--- src/rtl/if_pkg.sv ---
// Shared constants for the IF stage: FSM encoding, bubble word and the
// default instruction-memory map (also reused by MEM_INST and its bench).
package if_pkg;

  localparam logic [1:0] BOOT = 2'd0;
  localparam logic [1:0] RUN  = 2'd1;
  localparam logic [1:0] HALT = 2'd2;

  typedef enum logic [1:0] {
    ST_BOOT = BOOT,
    ST_RUN  = RUN,
    ST_HALT = HALT
  } state_e;

  // addi x0,x0,0
  localparam logic [31:0] DEF_NOP_INSTR = 32'h0000_0013;

  localparam logic [31:0] DEF_RESET_PC  = 32'h0000_0400;
  localparam logic [31:0] DEF_MEM_BASE  = 32'h0000_0400;
  localparam logic [31:0] DEF_MEM_LIMIT = 32'h0000_1000;

endpackage

--- src/rtl/if_id_reg.sv ---
// IF/ID pipeline register. Reset clears the slot, bubble replaces the
// instruction with a NOP and marks it invalid, load captures a fetched
// word, and otherwise the register holds (stall).
module if_id_reg
  import if_pkg::*;
#(
  parameter logic [31:0] NOP_INSTR = DEF_NOP_INSTR
) (
  input  logic        i_clk,
  input  logic        i_rst_n,
  input  logic        i_load,
  input  logic        i_bubble,
  input  logic [31:0] i_pc,
  input  logic [31:0] i_instr,
  output logic [31:0] o_pc,
  output logic [31:0] o_pc4,
  output logic [31:0] o_instr,
  output logic        o_valid
);

  logic [31:0] pc_q;
  logic [31:0] pc4_q;
  logic [31:0] instr_q;
  logic        valid_q;

  // Slot update: reset > bubble > load > hold. Bubbles keep the PC fields.
  always_ff @(posedge i_clk) begin
    if (!i_rst_n) begin
      pc_q    <= 32'd0;
      pc4_q   <= 32'd0;
      instr_q <= NOP_INSTR;
      valid_q <= 1'b0;
    end else if (i_bubble) begin
      instr_q <= NOP_INSTR;
      valid_q <= 1'b0;
    end else if (i_load) begin
      pc_q    <= i_pc;
      pc4_q   <= i_pc + 32'd4;
      instr_q <= i_instr;
      valid_q <= 1'b1;
    end
  end

  assign o_pc    = pc_q;
  assign o_pc4   = pc4_q;
  assign o_instr = instr_q;
  assign o_valid = valid_q;

endmodule

--- src/rtl/if_pc_stage.sv ---
// Fetch-stage front end: program counter, range check and BOOT/RUN/HALT
// control, feeding the IF/ID register. The memory is zero-latency, so the
// word on i_instruccion always belongs to the current o_pc.
// Optional build macro IF_MISALIGN_CHECK_EN: reject redirects whose target
// is not word aligned (fault + one-cycle o_misalign pulse) instead of
// silently clearing the two low bits.
module if_pc_stage
  import if_pkg::*;
#(
  parameter logic [31:0] RESET_PC  = DEF_RESET_PC,
  parameter logic [31:0] MEM_BASE  = DEF_MEM_BASE,
  parameter logic [31:0] MEM_LIMIT = DEF_MEM_LIMIT,
  parameter logic [31:0] NOP_INSTR = DEF_NOP_INSTR
) (
  input  logic        i_clk,
  input  logic        i_rst_n,
  input  logic        i_stall,
  input  logic        i_redirect,
  input  logic [31:0] i_redirect_pc,
  input  logic [31:0] i_instruccion,
  output logic [31:0] o_pc,
  output logic [31:0] o_id_pc,
  output logic [31:0] o_id_pc4,
  output logic [31:0] o_id_instruccion,
  output logic        o_id_valid,
  output logic        o_fault
`ifdef IF_MISALIGN_CHECK_EN
  ,
  output logic        o_misalign
`endif
);

  state_e      state_q, state_d;
  logic [31:0] pc_q, pc_d;
  logic        fault_q, fault_d;
  logic        id_load;
  logic        id_bubble;
  logic        in_range;
  logic        misaligned;
  logic        reject;
  logic [31:0] redir_target;

  assign in_range = (pc_q >= MEM_BASE) && (pc_q < MEM_LIMIT);

`ifdef IF_MISALIGN_CHECK_EN
  assign misaligned   = (i_redirect_pc[1:0] != 2'b00);
  assign redir_target = i_redirect_pc;
`else
  assign misaligned   = 1'b0;
  assign redir_target = i_redirect_pc & ~32'h0000_0003;
`endif

  // A rejected redirect is treated as a fetch fault.
  assign reject = i_redirect && misaligned;

  // Next-state/control: redirect > fault > stall > advance.
  always_comb begin
    state_d   = state_q;
    pc_d      = pc_q;
    fault_d   = fault_q;
    id_load   = 1'b0;
    id_bubble = 1'b0;
    case (state_q)
      ST_BOOT: begin
        id_bubble = 1'b1;
        state_d   = ST_RUN;
        if (reject) begin
          fault_d = 1'b1;
          state_d = ST_HALT;
        end else if (i_redirect) begin
          pc_d = redir_target;
        end
      end
      ST_RUN: begin
        if (reject) begin
          id_bubble = 1'b1;
          fault_d   = 1'b1;
          state_d   = ST_HALT;
        end else if (i_redirect) begin
          id_bubble = 1'b1;
          pc_d      = redir_target;
        end else if (!in_range) begin
          id_bubble = 1'b1;
          fault_d   = 1'b1;
          state_d   = ST_HALT;
        end else if (!i_stall) begin
          id_load = 1'b1;
          pc_d    = pc_q + 32'd4;
        end
      end
      ST_HALT: begin
        id_bubble = 1'b1;
        fault_d   = 1'b1;
        if (i_redirect && !reject) begin
          pc_d    = redir_target;
          fault_d = 1'b0;
          state_d = ST_RUN;
        end
      end
      default: begin
        id_bubble = 1'b1;
        state_d   = ST_BOOT;
      end
    endcase
  end

  // State, PC and fault registers.
  always_ff @(posedge i_clk) begin
    if (!i_rst_n) begin
      state_q <= ST_BOOT;
      pc_q    <= RESET_PC;
      fault_q <= 1'b0;
    end else begin
      state_q <= state_d;
      pc_q    <= pc_d;
      fault_q <= fault_d;
    end
  end

`ifdef IF_MISALIGN_CHECK_EN
  logic misalign_q;

  // One-cycle flag for each rejected redirect.
  always_ff @(posedge i_clk) begin
    if (!i_rst_n) begin
      misalign_q <= 1'b0;
    end else begin
      misalign_q <= reject;
    end
  end

  assign o_misalign = misalign_q;
`endif

  if_id_reg #(
    .NOP_INSTR (NOP_INSTR)
  ) u_if_id_reg (
    .i_clk    (i_clk),
    .i_rst_n  (i_rst_n),
    .i_load   (id_load),
    .i_bubble (id_bubble),
    .i_pc     (pc_q),
    .i_instr  (i_instruccion),
    .o_pc     (o_id_pc),
    .o_pc4    (o_id_pc4),
    .o_instr  (o_id_instruccion),
    .o_valid  (o_id_valid)
  );

  assign o_pc    = pc_q;
  assign o_fault = fault_q;

endmodule

--- config.mk ---
export PLATFORM = sky130hd
export DESIGN_NAME = if_pc_stage
export DESIGN_NICKNAME = d
export VERILOG_FILES = /design/src/rtl/if_pkg.sv /design/src/rtl/if_id_reg.sv /design/src/rtl/if_pc_stage.sv
export SDC_FILE = /design/constraint.sdc
export NUM_CORES = 1
export LEC_CHECK = 0
export CAP_MARGIN = 20
export CORE_MARGIN = 2
export CORE_UTILIZATION = 47
export CTS_CLUSTER_DIAMETER = 80
export DETAILED_ROUTE_END_ITERATION = 6
export GPL_TIMING_DRIVEN = 0
export PLACE_DENSITY = 0.94
export SETUP_SLACK_MARGIN = 0.1
export SLEW_MARGIN = 20
export SYNTH_ARGS = -nofsm -noshare
export SYNTH_HDL_FRONTEND = slang
export SYNTH_SLANG_ARGS = --single-unit
--- constraint.sdc ---
create_clock -name i_clk -period 3.04 [get_ports i_clk]
set_input_delay 0.304 -clock i_clk [delete_from_list [all_inputs] [get_ports i_clk]]
set_output_delay 0.304 -clock i_clk [all_outputs]
set_load 0.1 [all_outputs]
# [After elaboration in Yosys (flattened, before gate mapping)]
# Index checks and enable logic that the tools add are counted.
[word_totals] regBits=132 latch_bits=0 ram_bits=0 mem_bits_ro=0 input_bits=68 output_inout_bits=130 memories=0
[op_classes] addsub=1 n_mul=0 n_div=0 order_cmp=2 n_eq_ne=8 n_shift=0 muxes=20 bitwise_logic=2 reduce_logical=10
[op_table] cell="two-way mux 32 bit" count=4
[op_table] cell="case mux 32 bit (2 select lines)" count=1
[op_table] cell="adder 32 x 3 -> 32 bit (second input constant)" count=1
[op_table] cell="greater-or-equal comparator 32 x 11 -> 1 bit (second input constant)" count=1
[op_table] cell="< comparator 32 x 13 -> 1 bit (second input constant)" count=1
[op_table] cell="two-way mux 1 bit" count=10
[op_table] cell="two-way mux 2 bit" count=3
[op_table] cell="inequality test 2 bit (second input constant)" count=3
[op_table] cell="inequality test 3 bit (second input constant)" count=2
[op_table] cell="case mux 2 bit (3 select lines)" count=1
[op_table] cell="AND reduction 3 bit" count=2
[op_table] cell="AND reduction 4 bit" count=1
[op_table] cell="nonzero test 2 bit" count=2
[op_table] cell="OR reduction 2 bit" count=2
[op_table] cell="equality test 2 x 1 -> 1 bit (second input constant)" count=1
[op_table] cell="equality test 2 bit (second input constant)" count=1
[op_table] cell="logical NOT 2 bit" count=1
[op_table] cell="inequality test 2 x 1 -> 1 bit (second input constant)" count=1
[op_table] cell="inverter 1 bit" count=2
[op_table] cell="case mux 1 bit (2 select lines)" count=1
[op_table] cell="AND reduction 2 bit" count=1
[op_table] cell="logical AND 1 bit" count=1

# [Longest topological paths before layout]
[logic_depth] word_depth=7 ltp_mapped=9

# [Cells and area by module]
# From an unflattened synthesis, not the netlist that was laid out.
[hier_totals] cells_unflattened=702 hier_area_um2=5828.1
[by_module_without_submodules] mod="if_id_reg" instances=1 cells_each=460 area_per_inst_um2=3942.5 seq_area_each_um2=1901.8
[by_module_without_submodules] mod="if_pc_stage" instances=1 cells_each=242 area_per_inst_um2=1885.6 seq_area_each_um2=660.6

# [Worst setup path after synthesis]
# Ideal clock, no wire load.
[synth_timing] kind="reg-to-reg" from="reg pc_q[5] (netlist: o_pc[5])" to="reg pc_q[11] (netlist: o_pc[11])" setup_ns=0.119 t_arrival_ns=2.255 t_required_ns=2.921 setup_slack_ns=0.666 path_stages_with_launch=7 n_path_buf=1 period_less_slack_ns=2.374 path_cell_list="dfxtp_1 > clkbuf_1 > nand4_1 > or3_1 > nand2_1 > nand3_1 > o221a_2"
[synth_via] elab_chain_cells=5 word_cells_on_any_way=10
[synth_lines] item="start, declared" line="if_pc_stage.sv:34" text="logic [31:0] pc_q, pc_d;"
[synth_lines] item="start signal, assigned" line="if_pc_stage.sv:115" text="pc_q <= pc_d;"
[synth_lines] item="adder 32 x 3 -> 32 bit" line="if_pc_stage.sv:88" text="pc_d = pc_q + 32'd4;"
[synth_lines] item="two-way mux 32 bit" line="if_pc_stage.sv:86" text="end else if (!i_stall) begin"
[synth_lines] item="two-way mux 32 bit" line="if_pc_stage.sv:82" text="end else if (!in_range) begin"
[synth_lines] item="two-way mux 32 bit" line="if_pc_stage.sv:79" text="end else if (i_redirect) begin"
[synth_lines] item="case mux 32 bit (2 select lines)" line="if_pc_stage.sv:63" text="case (state_q)"
# Parallel ways exist; a longest one is shown, timed or not. The select of a mux whose other input is x is not followed.
# A chain may end at the register's enable or synchronous reset.

# [Final worst setup path]
[layout_timing] from="reg pc_q[2] (netlist: o_pc[2])" to="out o_pc[2]"
[layout_rtl] item="end, declared" line="if_pc_stage.sv:21" text="output logic [31:0] o_pc,"
# No word-level cell between the ends.

==> run_results.csv <==
group,metric,value,unit
floorplanning,rows,37,
yosys,postSynthAreaPerCell,8.71,um2
clock_tree,clock_tree.buffer_depth,2,
clock_tree,post_cts_buffers,0,
worst_setup_path,critPathLaunchType,"flop",
worst_setup_path,timing.critical_path.cells,"clkdlybuf4s50_1",
floorplanning,pin_count,198,
finish,final_area,0.00757,mm2
min_path,hp-class,"input pin to flop",
timing,grt_setup_unrepaired,"no",
placement,placement.cell_area,0.00698,mm2
finish,antennaDiodeCount,0,
power_and_ir_drop,power_density,578,mW/mm2
global_routing,vias_in_the_first_global_route,4936,
yosys,ys_warn_count,0,
route,avgRoutedWirePerCell,16.8,um
clock_tree,hold_buffers,0,
route,vias_per_cell,5.39,
finish,area.growth.synth_to_final,53.5,%
floorplanning,initial_core_util,0.482,
timing,drv_slew,0,
yosys,yosysSeqAreaShare,0.512,
route,drt.antenna.violating_nets,0,
floorplanning,chip_height,106,um
timing,clock-skew-final,0.0104,ns
floorplanning,design.die.area,0.0113,mm2
clock_tree,ctsRootBufferMaster,"clkbuf_8",
outcome,run_status,"completed",
clock_tree,post_cts.resized_instances,0,
power_and_ir_drop,ir_drop,0.328,mV
power_and_ir_drop,p_leak,2.96,nW
worst_setup_path,cpLargestDelayFamily,"buffers and inverters",
yosys,ys.flop_type,"dfxtp_1",
floorplanning,core_area,0.0102,mm2
timing,timing.final.crit_share,0.844,
timing,tns,0,ns
finish,drive_gt1_frac,0.0761,
route,finalWirelength,15.5,mm
clock_tree,cts.sinks,126,
clock_tree,clk_pin_slew,0.05,ns
timing,setup_violations,0,
route,drt_first_iter_violations,386,
yosys,count_of_cell_types_in_the_netlist,59,
worst_setup_path,worst_ep_required_time,2.74,ns
placement,io_buffers,186,
floorplanning,die_width,106,um
yosys,synthArstFlopShare,0,
global_routing,grt_usage,0.270,
timing,worst_hold_slack,0.175,ns
placement,globalplace.congestion,0.920,
timing,finalCriticalPeriod,2.57,ns
clock_tree,cts_tree,"yes",
clock_tree,numCtsBuffers,17,
global_routing,antenna_found_initial,0,
global_routing,overflow_after_grt,0,
worst_setup_path,worst-path-max-fanout,7,
route,num_vias,4980,
yosys,mappedNetlistArea,0.00493,mm2
yosys,synth-edff-count,0,
power_and_ir_drop,fin_total_pwr,4.37,mW
worst_setup_path,worst-endpoint-arrival,2.26,ns
worst_setup_path,cpPeakStageDelay,1.22,ns
worst_setup_path,worst-setup-path-type,"flop to primary output",
placement,place.detailed.hpwl,11.5,mm
flow_run,max_cap_viol_count,0,
clock_tree,htree_num_levels,4,
global_routing,maximum_number_of_pins_on_one_net_before_global_route_repair,17,
clock_tree,worst_skew_pair.late_latency,0.51,ns
timing,final-hold-violation-count,0,
finish,fin_nets,846,
timing,max_freq,0.390,GHz
global_routing,global_route_wire_length_before_repair,24.2,mm
timing,worst-slew-pin-transition,1.02,ns
yosys,ys_ff_latch,126,
yosys,syn_inst,566,
route,drt_pre_antenna_iters,5,
worst_setup_path,cp_num_buf_inv,1,
worst_setup_path,critical-path-slowest-cell,"clkdlybuf4s50_1",
route,drcViolationCount,0,
worst_setup_path,end_kind,"primary output",
timing,worst_slew_margin_rel,0.315,
cell families after synthesis:
logic type | Yosys count | synth area share
AND/OR/NAND/NOR | 241 | 0.239
AO/OA/AOI/OAI | 126 | 0.164
flip-flops | 126 | 0.512
buffers and inverters | 59 | 0.0589
XOR/XNOR | 9 | 0.0160
adder cells (fa/ha/maj) | 2 | 0.00508
multiplexers | 2 | 0.00406
other | 1 | 0.000761
registers in the layout, summed over array words and instances, names as in the netlist:
| register | count |
|---|---|
| u_if_id_reg.o_pc4 | 30 |
| state_q | 2 |
| u_if_id_reg.o_instr | 32 |
| u_if_id_reg.o_pc | 30 |
| o_pc | 30 |
| o_fault | 1 |
| u_if_id_reg.o_valid | 1 |
path summary, 6_finish.rpt:
kind / endpoint / startpoint / depth (start not counted) / slack, ns
worst max-delay path: o_pc[2] / o_pc[2] / 1 / 0.47
worst min-delay path: u_if_id_reg.o_valid / i_stall / 2 / 0.17
worst max register to register: u_if_id_reg.o_pc4[14] / o_pc[10] / 5 / 0.78
worst min register to register: u_if_id_reg.o_instr[3] / u_if_id_reg.o_instr[3] / 2 / 0.45
through the flow:
stage	std cells	setup slack (ns)	util
2_1_floorplan	571	0.666	-
3_3_place_gp	893	0.854	0.682
3_5_place_dp	893	0.837	0.682
4_1_cts	924	0.478	0.740
5_1_grt	924	0.458	0.740
6_report	924	0.474	0.740
layer usage:
layer | track usage | share of wire
met5 | 0 | 0
met4 | 0.100 | 0.026
met3 | 0.0711 | 0.078
met2 | 0.467 | 0.49
met1 | 0.323 | 0.41
cell usage after synthesis, types with 2 or more instances:
| cell type | number | area [um2] |
|---|---|---|
| buf_4 | 7 | 52.6 |
| mux2i_1 | 2 | 20.0 |
| and3_1 | 43 | 269 |
| xor2_1 | 4 | 35.0 |
| nand4_1 | 5 | 31.3 |
| a21oi_1 | 62 | 310 |
| inv_1 | 8 | 30.0 |
| buf_6 | 4 | 45.0 |
| a21boi_0 | 10 | 75.1 |
| a221oi_1 | 2 | 17.5 |
| buf_2 | 10 | 50.1 |
| nor2_1 | 13 | 48.8 |
| dfxtp_1 | 126 | 2520 |
| o21ai_0 | 14 | 70.1 |
| nand2b_1 | 2 | 12.5 |
| nor2b_1 | 2 | 12.5 |
| a21o_1 | 4 | 30.0 |
| o31a_1 | 2 | 17.5 |
| o211a_1 | 7 | 70.1 |
| and2_1 | 3 | 18.8 |
| ha_1 | 2 | 25.0 |
| clkbuf_1 | 28 | 105 |
| a221o_1 | 3 | 30.0 |
| nand2_1 | 129 | 484 |
| a31oi_1 | 2 | 12.5 |
| o21a_1 | 3 | 22.5 |
| a211oi_1 | 2 | 15.0 |
| nand3_1 | 20 | 100 |
| nor3_1 | 4 | 20.0 |
| nor4_1 | 9 | 56.3 |
| buf_1 | 2 | 7.51 |
| xnor2_1 | 5 | 43.8 |
power by group:
group / leakage (nW) / internal, mW / switching (mW)
combinational: 1.65 / 0.205 / 0.439
sequential: 1.02 / 1.69 / 0.0415
clock: 0.284 / 1.29 / 0.714
layout make-up:
class / instances / area (um2)
clock buffers: 21 / 449
well taps: 136 / 170
fillers: 745 / 2660
clock inverters: 10 / 138
plain buffers: 51 / 260
inverters: 8 / 30.0
flip-flops and latches: 126 / 2520
repair buffers: 186 / 1860
multi-input cells: 386 / 2140
cells in the final DEF, fill, tap and decap left out, types with 4 or more instances in the layout:
master,synthesis,layout
a21boi_0,10,10
inv_1,8,8
buf_6,4,4
clkbuf_16,0,16
nand2_1,129,129
o211a_1,7,7
dfxtp_1,126,126
conb_1,1,6
a21oi_1,62,62
and3_1,43,43
clkdlybuf4s50_1,0,186
buf_2,10,10
nor3_1,4,4
nand4_1,5,5
buf_4,7,7
xnor2_1,5,5
a21o_1,4,4
xor2_1,4,4
nor2_1,13,13
o21ai_0,14,14
clkbuf_1,28,30
nand3_1,20,20
nor4_1,9,9
No activity file was read; power rests on OpenSTA's default activity.
